--- config.mk ---
export PLATFORM = sky130hd
export DESIGN_NAME = vga_timing_gen
export DESIGN_NICKNAME = d
export VERILOG_FILES = /design/src/rtl/vga_timing_gen.sv
export SDC_FILE = /design/constraint.sdc
export NUM_CORES = 1
export LEC_CHECK = 0
export ABC_AREA = 1
export CORE_UTILIZATION = 50
export DETAILED_ROUTE_END_ITERATION = 8
export PLACE_DENSITY_LB_ADDON = 0.15
export SLEW_MARGIN = 5
export SYNTH_ARGS = -nofsm -noshare
export SYNTH_HDL_FRONTEND = slang
export SYNTH_SLANG_ARGS = --single-unit
--- constraint.sdc ---
create_clock -name iCLK -period 1.8 [get_ports iCLK]
set_input_delay 0.27 -clock iCLK [delete_from_list [all_inputs] [get_ports iCLK]]
set_output_delay 0.27 -clock iCLK [all_outputs]
set_load 0.03 [all_outputs]
--- src/rtl/vga_timing_gen.sv ---
// Purpose : parametrised VGA raster timing with pixel requests issued ahead of the beam.
// Latency : display outputs (colour, syncs, blank) lag the oReq* outputs by LAT+1 pixel enables.
// Backpr. : none; iPIX_CE is the only stall, and every register holds while it is low.
//
// Ports:
//   iCLK, iRST          system clock, synchronous active-high reset
//   iPIX_CE             pixel clock enable
//   oReqValid/X/Y       pixel request (coordinates inside the active area, else 0)
//   iRed/iGreen/iBlue   host colour, valid LAT enables after the matching request
//   oVGA_R/G/B          colour to DAC, forced to 0 while blanked
//   oVGA_H/V_SYNC       sync pulses, active level HS_POL / VS_POL
//   oVGA_BLANK          1 = active video; oVGA_SYNC tied 0
//   oFrameStart         one-iCLK pulse when the counter becomes (0,0)
//   oVBlankStart        one-iCLK pulse when the counter reaches the first line after active video
module vga_timing_gen #(
  parameter int   COLOR_W = 10,
  parameter int   CNT_W   = 11,
  parameter int   H_SYNC  = 96,
  parameter int   H_BACK  = 48,
  parameter int   H_ACT   = 640,
  parameter int   H_FRONT = 16,
  parameter int   V_SYNC  = 2,
  parameter int   V_BACK  = 33,
  parameter int   V_ACT   = 480,
  parameter int   V_FRONT = 10,
  parameter logic HS_POL  = 1'b0,
  parameter logic VS_POL  = 1'b0,
  parameter int   LAT     = 2
) (
  input  logic               iCLK,
  input  logic               iRST,
  input  logic               iPIX_CE,
  output logic               oReqValid,
  output logic [CNT_W-1:0]   oReqX,
  output logic [CNT_W-1:0]   oReqY,
  input  logic [COLOR_W-1:0] iRed,
  input  logic [COLOR_W-1:0] iGreen,
  input  logic [COLOR_W-1:0] iBlue,
  output logic [COLOR_W-1:0] oVGA_R,
  output logic [COLOR_W-1:0] oVGA_G,
  output logic [COLOR_W-1:0] oVGA_B,
  output logic               oVGA_H_SYNC,
  output logic               oVGA_V_SYNC,
  output logic               oVGA_BLANK,
  output logic               oVGA_SYNC,
  output logic               oFrameStart,
  output logic               oVBlankStart
);

  localparam int H_TOTAL = H_SYNC + H_BACK + H_ACT + H_FRONT;
  localparam int V_TOTAL = V_SYNC + V_BACK + V_ACT + V_FRONT;
  localparam int H_START = H_SYNC + H_BACK;
  localparam int V_START = V_SYNC + V_BACK;
  localparam int H_END   = H_START + H_ACT;
  localparam int V_END   = V_START + V_ACT;

  localparam logic [CNT_W-1:0] H_LAST_C   = CNT_W'(H_TOTAL - 1);
  localparam logic [CNT_W-1:0] V_LAST_C   = CNT_W'(V_TOTAL - 1);
  localparam logic [CNT_W-1:0] H_START_C  = CNT_W'(H_START);
  localparam logic [CNT_W-1:0] V_START_C  = CNT_W'(V_START);
  localparam logic [CNT_W-1:0] V_VBLANK_C = CNT_W'(V_END);

  if (LAT < 0 || LAT > 8) begin : g_bad_lat
    $error("vga_timing_gen: LAT must be in 0..8");
  end
  if ((H_TOTAL - 1) >= (1 << CNT_W) || (V_TOTAL - 1) >= (1 << CNT_W)) begin : g_bad_cnt
    $error("vga_timing_gen: CNT_W too narrow for H_TOTAL/V_TOTAL");
  end

  // ---------------- counter stage ----------------
  logic [CNT_W-1:0] hc, vc, hc_nxt, vc_nxt;
  // run is clear after reset so that the first enable loads (0,0) rather
  // than stepping past it; that enable is the one that flags frame start.
  logic             run;

  always_comb begin
    hc_nxt = hc;
    vc_nxt = vc;
    if (run) begin
      if (hc == H_LAST_C) begin
        hc_nxt = '0;
        vc_nxt = (vc == V_LAST_C) ? '0 : vc + 1'b1;
      end else begin
        hc_nxt = hc + 1'b1;
      end
    end
  end

  always_ff @(posedge iCLK) begin
    if (iRST) begin
      hc           <= '0;
      vc           <= '0;
      run          <= 1'b0;
      oFrameStart  <= 1'b0;
      oVBlankStart <= 1'b0;
    end else begin
      oFrameStart  <= iPIX_CE && (hc_nxt == '0) && (vc_nxt == '0);
      oVBlankStart <= iPIX_CE && (hc_nxt == '0) && (vc_nxt == V_VBLANK_C);
      if (iPIX_CE) begin
        hc  <= hc_nxt;
        vc  <= vc_nxt;
        run <= 1'b1;
      end
    end
  end

  // ---------------- request stage ----------------
  logic in_h, in_v, in_act;
  logic s1_hs, s1_vs;

  assign in_h   = (int'(hc) >= H_START) && (int'(hc) < H_END);
  assign in_v   = (int'(vc) >= V_START) && (int'(vc) < V_END);
  assign in_act = in_h && in_v;

  // Held at reset values until the counter has actually presented (0,0),
  // so the first pixel is never duplicated into the pipeline.
  always_ff @(posedge iCLK) begin
    if (iRST) begin
      oReqValid <= 1'b0;
      oReqX     <= '0;
      oReqY     <= '0;
      s1_hs     <= ~HS_POL;
      s1_vs     <= ~VS_POL;
    end else if (iPIX_CE && run) begin
      oReqValid <= in_act;
      oReqX     <= in_act ? hc - H_START_C : '0;
      oReqY     <= in_act ? vc - V_START_C : '0;
      s1_hs     <= (int'(hc) < H_SYNC) ? HS_POL : ~HS_POL;
      s1_vs     <= (int'(vc) < V_SYNC) ? VS_POL : ~VS_POL;
    end
  end

  // ---------------- LAT-deep delay of hs/vs/de ----------------
  // oReqValid doubles as the stage-1 display-enable.
  logic dl_hs, dl_vs, dl_de;

  if (LAT == 0) begin : g_nodelay
    assign {dl_hs, dl_vs, dl_de} = {s1_hs, s1_vs, oReqValid};
  end else begin : g_delay
    logic [2:0] sr [LAT];
    always_ff @(posedge iCLK) begin
      if (iRST) begin
        for (int i = 0; i < LAT; i++) sr[i] <= {~HS_POL, ~VS_POL, 1'b0};
      end else if (iPIX_CE) begin
        sr[0] <= {s1_hs, s1_vs, oReqValid};
        for (int i = 1; i < LAT; i++) sr[i] <= sr[i-1];
      end
    end
    assign {dl_hs, dl_vs, dl_de} = sr[LAT-1];
  end

  // ---------------- output stage ----------------
  // Host colour is captured on the same edge as the delayed de, which is
  // exactly LAT enables after its request: colour, sync and blank line up.
  always_ff @(posedge iCLK) begin
    if (iRST) begin
      oVGA_R      <= '0;
      oVGA_G      <= '0;
      oVGA_B      <= '0;
      oVGA_H_SYNC <= ~HS_POL;
      oVGA_V_SYNC <= ~VS_POL;
      oVGA_BLANK  <= 1'b0;
    end else if (iPIX_CE) begin
      oVGA_R      <= dl_de ? iRed   : '0;
      oVGA_G      <= dl_de ? iGreen : '0;
      oVGA_B      <= dl_de ? iBlue  : '0;
      oVGA_H_SYNC <= dl_hs;
      oVGA_V_SYNC <= dl_vs;
      oVGA_BLANK  <= dl_de;
    end
  end

  assign oVGA_SYNC = 1'b0;

endmodule
==> results of run 1 <==
[sequential cells by signal, indices dropped and copies added (netlist names), 6 cells and up]
name        count
g_delay.sr      6
hc             11
oReqX          11
oReqY          11
oVGA_B         10
oVGA_G         10
oVGA_R         10
vc             11
[placed cells by master (no fill, tap or decap), types with 3 or more instances in the layout]
| cell | n |
|---|---|
| a21oi_1 | 28 |
| a32o_1 | 30 |
| buf_12 | 3 |
| buf_4 | 48 |
| clkbuf_8 | 9 |
| clkdlybuf4s50_1 | 90 |
| dfxtp_1 | 78 |
| dfxtp_2 | 5 |
| edfxtp_1 | 6 |
| ha_1 | 4 |
| inv_1 | 46 |
| inv_2 | 3 |
| nand2_1 | 97 |
| nand2_2 | 6 |
| nand3_1 | 40 |
| nand3_2 | 6 |
| nand3b_1 | 4 |
| nand4_1 | 10 |
| nor2_1 | 33 |
| nor2_2 | 16 |
| nor2_4 | 5 |
| nor3_1 | 7 |
| o21ai_0 | 11 |
| o21ai_1 | 3 |
| o22ai_1 | 14 |
| or2_2 | 4 |
| xor2_1 | 13 |
[through the flow]
stage | util | instances | hold slack (ns) | instance area, µm²
floorplan | - | 519 | 0.434 | 4090
global placement | 0.688 | 729 | 0.444 | 5370
detailed placement | 0.688 | 729 | 0.451 | 5370
CTS | 0.713 | 746 | 0.472 | 5570
global route | 0.743 | 753 | 0.485 | 5800
finish | 0.743 | 753 | 0.469 | 5800
[kinds of logic after synthesis]
kind of cell               after synthesis
and+or+nand+nor                        235
AOI/OAI and AO/OA                       96
DFF                                     89
buffers and inverters                   79
xor gates and xnor gates                13
adders and majority gates                6
other                                    1
[power by group]
group          switching, µW  internal [µW]  leakage, µW  total, µW
Sequential              17.3           2020     0.000726       2040
Combinational            192            157      0.00143        349
Clock                    766            522    0.0000850       1290
Total                    975           2700      0.00224       3670
[critical path, cell delays in order, from the launching register on]
cell	delay, ns
dfxtp_2	0.37
ha_4	0.15
nand2_4	0.06
nor2_4	0.15
buf_4	0.13
inv_2	0.03
nor2_4	0.16
buf_12	0.14
buf_4	0.11
nand3_1	0.06
nand2_1	0.07
nand3_2	0.11
buf_4	0.15
o22ai_1	0.10
[metal layers]
layer  track usage  share of wire  vias up
met5             0              0        -
met3        0.0435          0.055       36
met1         0.332           0.41     1946
met4         0.130          0.036        0
li1              -              -     2027
met2         0.480           0.50      171
[final timing paths]
kind	start	end	slack, ns
max	hc[1]	vc[9]	-0.05
min	oReqY[7]	oReqY[7]	0.47
max reg2reg	hc[1]	vc[9]	-0.05
min reg2reg	oReqY[7]	oReqY[7]	0.47
[area by class of cell]
cell class	count	area, µm²
inverters	51	191
flip-flops and latches	89	1850
multi-input cells	351	2080
clock inverters	6	52.6
clock buffers	10	128
repair buffers	144	1370
well taps	102	128
fillers	587	2010
[timing repair]
item	in CTS	in global routing
cloned	0	1
setup buffers	1	6
endpoints found under the setup margin	3	26
pin swaps	1	20
gates resized for setup	2	45
==> summary.txt, run 1 <==
Power
  – Pwr Total: 3670 µW
  – Pwr per Cell Area: 633 nW/µm²
  – VDD IR max: ~0.47 mV
  – Pleak: 0.00224 µW

Setup path
  – WS Path Type: reg -> reg
  – Req. time, crit path: 2.09 ns
  – Crit. End Element: register
  – CP max FO: 5
  – Worst reg2reg path depth: 13
  – Critical path arrival: 2.14 ns
  – CP Launch Type: register

Clock tree
  – CTS tree: built
  – CTS sink cnt: between 80 and 90
  – CTS clk-pin slew, worst paths: 0.09 ns
  – H-tree depth: 3
  – CTS Root Cell: clkbuf_8
  – CTS Buf Count: 9
  – Post-CTS Hold Fix Bufs: 0
  – Worst skew pair latency: 0.36 ns
  – Clock Tree Buf Depth: 2

Synthesis
  – Main area contributors after synthesis: dfxtp_1, nand2_1, a32o_1
  – #FFs+latches synth: 89
  – Yosys warnings: 0
  – Most frequent cell after synthesis: nand2_1
  – XOR/XNOR Fraction of Synth Area: 0.0278
  – Seq/Total Area, Yosys: 0.450
  – Synth top area share: 0.406
  – Synth Area in Compound Gates: 0.165
  – Commonest cells post-synth: nand2_1, dfxtp_1, inv_1, nand3_1, nor2_1
  – Biggest area consumer among synthesized cells: dfxtp_1
  – Cells after Synth: 519
  – Average size of a mapped cell: 7.88 µm²
  – Asr flop ratio synth: 0
  – Count of different cell masters after synthesis: 36
  – Synthesized cell area: 4090 µm²
  – Area share of fa/ha/maj cells after synthesis: 0.0184
  – Mux share of post-synthesis cell area: 0
  – Largest family of logic cells by synthesized area: simple AND/OR/NAND/NOR gates
  – EDFF count, synth: 6
  – Simple-gate portion of the synthesized area: 0.257
  – Dominant synthesized flop cell: dfxtp_1
  – Synthesized Nets: 558

Die
  – Die X: 92.4 µm
  – IO Pins: 92
  – Die height: 92.4 µm
  – Initial Utilization: 0.524
  – Core area: 7810 µm²
  – Die area: 8550 µm²
  – Cell row count: 32

STA
  – Final worst path period share: 1.03
  – Setup ws final: -0.0454 ns
  – RSZ-0062 raised after global routing: yes
  – Max Freq: 0.542 GHz
  – Slew Viols, Final: 0
  – Hold Vio Cnt, Final: 0
  – Final setup fails: 4
  – Final Critical Period: 1.85 ns
  – Clock Skew: 0.0119 ns
  – Setup TNS: -0.141 ns

Run status
  – Failing checks: setup timing
  – Status: finished with violations

Route
  – Via Count: around 4.2k
  – Post-route DRC: 0
  – Router iterations before antenna repair: 5
  – Initial DRC count: 211
  – Vias/cell: 5.55
  – Routed wire length: 11800 µm
  – DR WL/cell: ~16 µm
  – Routed Antenna Nets: 0

Min path
  – HP Class: reg -> reg
  – Worst Hold Depth: 2

Finish
  – Number of antenna diodes: 0
  – Layout cells sized above 1: 0.194
  – Nets: 685
  – Area grow syn2layout: 41.8%

Global route
  – Initial antenna violation count: 0
  – First-pass GRT wire length: approximately 19000 µm
  – Largest net degree at the start of global routing: 32
  – Grt ovf: 0
  – Vias in the first global route: 3955
  – GRT Overall Usage: 0.276

Placement
  – HPWL Detailed: approximately 8300 µm
  – Setup slack at placement: -0.0597 ns
  – Port bufs: 90
  – Placer Congestion: roughly 0.98

Flow run
  – MaxCap Viol Count: 0
Power figures use the tool's default switching activity.
==> run 2: changes to the inputs <==
- CELL_PAD_IN_SITES_DETAIL_PLACEMENT: unset -> 0
- CELL_PAD_IN_SITES_GLOBAL_PLACEMENT: unset -> 1
- CORE_UTILIZATION: 50 -> 37
- PLACE_DENSITY: unset -> 0.91
- PLACE_DENSITY_LB_ADDON: 0.15 -> unset
==> summary.txt, run 2 (synthesis results as in run 1) <==
Setup path
  – Crit. End Element: register
  – Max incr delay on CP: 0.34 ns (-0.03 ns)
  – Critical path arrival: 2.11 ns (-0.03 ns)
  – Critical-path cell list: buf_4 -> inv_2 -> ha_2 -> nand4_1 -> nor2_4 -> nand2_4 -> nand3_2 -> nand2_1 -> nor2_2 -> nand3_2 -> nor2_2
  – CP max FO: 4 (-1)
  – CP Launch Type: register
  – WS Path Type: reg -> reg
  – Slowest cell on crit path: dfxtp_2
  – Worst reg2reg path depth: 11 (-2)
  – Req. time, crit path: 2.12 ns (+0.03 ns)

Die
  – Initial Utilization: 0.379 (-0.145)
  – Die area: 11500 µm² (+34%)
  – IO Pins: 92 (unchanged)
  – Die height: 107 µm (+16%)
  – Core area: 10800 µm² (+38%)
  – Cell row count: 38 (+19%)
  – Die X: 107 µm (+16%)

STA
  – Hold Vio Cnt, Final: 0 (unchanged)
  – RSZ-0062 raised after global routing: yes
  – Max Freq: 0.559 GHz (+3.1%)
  – Final worst path period share: 0.994 (-0.0309)
  – Final setup fails: 0 (-4)
  – Setup ws final: 0.0102 ns (+0.0556 ns)
  – Worst Hold Slack: 0.471 ns (+0.00106 ns)
  – Slew Viols, Final: 0 (unchanged)
  – Clock Skew: 0.0263 ns (+0.0144 ns)
  – Final Critical Period: 1.79 ns (-0.0556 ns)
  – Setup TNS: 0 ns (+0.141 ns)

Clock tree
  – CTS Root Cell: clkbuf_8
  – CTS sink cnt: 89 (unchanged)
  – CTS Buf Count: 9 (unchanged)
  – CTS tree: built
  – Clock Tree Buf Depth: 2 (unchanged)
  – Worst skew pair latency: 0.38 ns (+0.02 ns)
  – CTS clk-pin slew, worst paths: 0.10 ns (about the same)
  – H-tree depth: 3 (unchanged)

Placement
  – Placed insts: 756 (+3.7%)
  – Placer Congestion: 0.925 (-5.2%)
  – HPWL Detailed: 8700 µm (+4.9%)
  – Port bufs: 90 (unchanged)
  – Setup slack at placement: -0.229 ns (-0.170 ns)

Route
  – Routed wire length: 12500 µm (+6.3%)
  – Routed Antenna Nets: 0 (unchanged)
  – DR WL/cell: 15.8 µm (+0.53%)
  – Post-route DRC: 0 (unchanged)
  – Router iterations before antenna repair: 4 (-1)
  – Vias/cell: 5.21 (-6.1%)
  – Via Count: 4147 (-0.79%)
  – Initial DRC count: 251 (+19%)

Finish
  – Commonest non-fill, non-tap cell in the layout: nand2_1
  – Nets: 690 (+0.73%)
  – Area grow syn2layout: 48.7%
  – Number of antenna diodes: 0 (unchanged)
  – Most frequent cells in the layout: nand2_1, clkdlybuf4s50_1, dfxtp_1
  – Layout cells sized above 1: 0.255 (+0.0610)
  – Finished Layout Cells: 796 (+5.7%)

Power
  – Pleak: 0.00231 µW (+3.3%)
  – VDD IR max: 0.446 mV (-4.7%)
  – Pwr per Cell Area: 616 nW/µm² (-2.7%)

Global route
  – Largest net degree at the start of global routing: 38 (+19%)
  – Vias in the first global route: 4012 (+1.4%)
  – GRT Overall Usage: 0.218 (-0.0582)
  – Initial antenna violation count: 0 (unchanged)
  – First-pass GRT wire length: 19600 µm (+4.8%)
  – Grt ovf: 0 (unchanged)

Min path
  – Worst Hold Depth: 2 (unchanged)
  – HP Class: reg -> reg

Run status
  – Status: completed

Flow run
  – MaxCap Viol Count: 0 (unchanged)
## run 2: changes by cell type in the layout (fill, tap and decap cells not counted), moves of 5 or more
cell     change
nand3_2      +9
nand3_1      -8
inv_1        -7
nor2_4       +6
a21oi_1      -5
inv_2        +5
nor2_1       -5
## run 2: area by class of cell
cell class,count,area [µm²]
fill,975,4710
multi-input combinational,352,2220
sequential,89,1860
timing repair buffer,148,1440
inverter,51,196
tap,140,175
clock buffer,9,124
clock inverter,7,71.3
## run 2: worst max-delay path: cells and delay by family, from the launching register on
kind,cells,cell delay (ns)
and+or+nand+nor,8,1.03
DFF,1,0.34
adders and majority gates,1,0.17
buffers and inverters,2,0.19
## run 2: through the flow
stage	utilization	area, µm²	total power, µW
finish	0.564	6080	3750
global route	0.564	6080	3910
CTS	0.536	5790	3780
detailed placement	0.495	5350	2410
global placement	0.495	5350	2410
floorplan	-	4090	2240
## run 2: worst paths after layout
kind / slack (ns) / from / to
hold reg to reg: 0.47 / oReqY[4] / oReqY[4]
hold / removal: 0.47 / oReqY[4] / oReqY[4]
setup / recovery: 0.01 / vc[1] / oVBlankStart
setup reg to reg: 0.01 / vc[1] / oVBlankStart
## run 2: per-layer routing
metal  vias to the layer above  wire [µm]  GRT usage
li1                       2035          -          -
met1                      1977       5240      0.259
met2                       115       6460      0.389
met3                        20        596     0.0480
met4                         0        242     0.0656
met5                         -          0          0
## run 2: what timing repair did
item                                    in CTS  in global routing
setup buffers                               14                  9
hold buffers                                 0                  0
endpoints found under the setup margin       4                 28
gates cloned                                 2                  1
gates resized for setup                     31                 66
pin swaps                                   15                 33
## run 2: where the power goes
part	total, µW	internal (µW)	switching (µW)
clock network	1360	539	822
registers	2040	2020	18.7
logic	351	158	192
==> run 3: changes to the inputs <==
- CTS_CLUSTER_DIAMETER: unset -> 50
- HOLD_SLACK_MARGIN: unset -> 0.1
- clock period: 1.8 -> 1.93 ns (I/O delays scaled with it)
==> summary.txt, run 3 (synthesis results as in run 1) <==
Run status
  – Status: completed

Clock tree
  – CTS Buf Count: 9 (unchanged)
  – H-tree depth: 3 (unchanged)
  – Worst skew pair latency: 0.36 ns (-0.02 ns)
  – CTS sink cnt: 89 (unchanged)
  – CTS Root Cell: clkbuf_8
  – CTS tree: built
  – Post-CTS Hold Fix Bufs: 0 (unchanged)
  – Clock Tree Buf Depth: 2 (unchanged)
  – CTS clk-pin slew, worst paths: 0.10 ns (about the same)

Placement
  – HPWL Detailed: 8540 µm (-1.9%)
  – Setup slack at placement: -0.132 ns (+0.0974 ns)
  – Placed insts: 742 (-1.9%)
  – Placer Congestion: 0.863 (-6.7%)
  – Port bufs: 90 (unchanged)
  – Placement Cell Area: 5220 µm² (-2.4%)

Route
  – Vias/cell: 5.25 (+0.77%)
  – Post-route DRC: 0 (unchanged)
  – Via Count: 4011 (-3.3%)
  – Initial DRC count: 297 (+18%)
  – Routed Antenna Nets: 0 (unchanged)
  – Router iterations before antenna repair: 4 (unchanged)
  – DR WL/cell: 15.3 µm (-2.6%)
  – Routed wire length: 11700 µm (-6.5%)

Flow run
  – MaxCap Viol Count: 0 (unchanged)

Die
  – IO Pins: 92 (unchanged)
  – Die height: 107 µm (unchanged)
  – Initial Utilization: 0.379 (unchanged)
  – Die X: 107 µm (unchanged)
  – Core area: 10800 µm² (unchanged)
  – Die area: 11500 µm² (unchanged)
  – Cell row count: 38 (unchanged)

Finish
  – Area grow syn2layout: 35.6%
  – Most frequent cells in the layout: nand2_1, clkdlybuf4s50_1, dfxtp_1
  – Nets: 658 (-4.6%)
  – Layout cells sized above 1: 0.138 (-0.117)
  – Number of antenna diodes: 0 (unchanged)
  – Finished Layout Cells: 764 (-4.0%)
  – Final Cell Area: 5550 µm² (-8.8%)
  – Commonest non-fill, non-tap cell in the layout: nand2_1

Power
  – Switch Pwr: 938 µW (-9.2%)
  – Pleak: 0.00208 µW (-10%)
  – Clock power frac: 0.364 (about the same)
  – Pwr per Cell Area: 625 nW/µm² (+1.3%)
  – Combinational share of power: 0.089 (-0.004)
  – Internal cell power: 2530 µW (-7.0%)
  – VDD IR max: 0.332 mV (-26%)
  – Seq pwr share: 0.548 (+0.005)
  – Sw Ratio: 0.271 (-0.00482)

STA
  – Final Critical Period: 1.83 ns (+0.0402 ns)
  – Clock Skew: 0.0139 ns (-0.0124 ns)
  – Final setup fails: 0 (unchanged)
  – RSZ-0062 raised after global routing: yes
  – Slew Viols, Final: 0 (unchanged)
  – Setup ws final: 0.100 ns (+0.0898 ns)
  – Hold Vio Cnt, Final: 0 (unchanged)
  – Setup TNS: 0 ns (unchanged)
  – Final worst path period share: 0.948 (-0.0461)
  – Max Freq: 0.546 GHz (-2.2%)

Global route
  – Vias in the first global route: 3818 (-4.8%)
  – First-pass GRT wire length: 18700 µm (-4.2%)
  – Largest net degree at the start of global routing: 38 (unchanged)
  – Grt ovf: 0 (unchanged)
  – Initial antenna violation count: 0 (unchanged)
  – GRT Overall Usage: 0.207 (-0.0113)

Setup path
  – Critical-path cell list: ha_2 -> nand2_2 -> nor2_4 -> nand3_4 -> nor2_2 -> nand2_1 -> o21ai_1 -> inv_1 -> nand2_1 -> nor2_1 -> nand2_1 -> nor2_1
  – CP Launch Type: register
  – Req. time, crit path: 2.20 ns (+0.08 ns)
  – Max incr delay on CP: 0.38 ns (+0.04 ns)
  – Cell with the most instances on the worst path: nand2_1
  – Crit. End Element: register
  – WS Path Type: reg -> reg
  – CP max FO: 6 (+2)
  – Slowest cell on crit path: dfxtp_4
  – Crit. Startpoint: hc[1]
  – Critical path arrival: 2.10 ns (about the same)
  – RR Startpoint: hc[1]

Min path
  – HP Class: reg -> reg
  – Min-delay src: oReqY[4]
run 3: changes by cell type in the layout (fill, tap and decap cells not counted), sizes merged:
cell,previous run,this run
buf,56,25
clkbuf,11,10
run 3: per-stage QoR:
step                      hold WS [ns]  utilization  power (µW)
after floorplan                  0.434            -        2090
after global placement           0.444        0.483        2240
after detailed placement         0.453        0.483        2240
after CTS                        0.471        0.506        3510
after global routing             0.495        0.514        3610
final                            0.469        0.514        3460
run 3: metal layers:
metal	up-vias	track usage	part of all wire
met4	0	0.0685	0.018
met1	1903	0.257	0.44
met3	20	0.0353	0.046
met5	-	0	0
li1	1966	-	-
met2	122	0.361	0.50
run 3: power groups by stage:
stage	combinational (µW)	clock (µW)	sequential (µW)
6_report	307	1260	1900
5_1_grt	329	1380	1900
4_1_cts	305	1300	1900
3_5_place_dp	304	0	1940
3_3_place_gp	299	0	1940
2_1_floorplan	117	0	1970
run 3: final cells by class:
cell class	count	area (µm²)
Fill cell	1024	5250
Clock inverter	7	73.8
Multi-Input combinational cell	352	2000
Clock buffer	9	124
Inverter	51	196
Tap cell	140	175
Timing Repair Buffer	116	1120
Sequential cell	89	1850
run 3: worst paths after layout:
| check | slack [ns] | to | cells past startpoint |
|---|---|---|---|
| worst min register to register | 0.47 | oReqY[4] | 2 |
| worst max-delay path | 0.1 | oFrameStart | 12 |
| worst min-delay path | 0.47 | oReqY[4] | 2 |
| worst max register to register | 0.1 | oFrameStart | 12 |
run 3: critical path, delay by kind of cell, from the launching register on:
kind	cells	cell delay [ns]
DFF	1	0.38
AOI/OAI and AO/OA	1	0.12
buffers and inverters	1	0.10
adders and majority gates	1	0.21
and+or+nand+nor	9	0.93
run 3: what timing repair did:
action | 4_1_cts | 5_1_grt
setup buffers | 2 | 2
gates cloned | 1 | 1
endpoints found under the hold margin | 0 | 0
pin swaps | 2 | 6
setup endpoints to repair | 3 | 27
resized for setup | 8 | 22
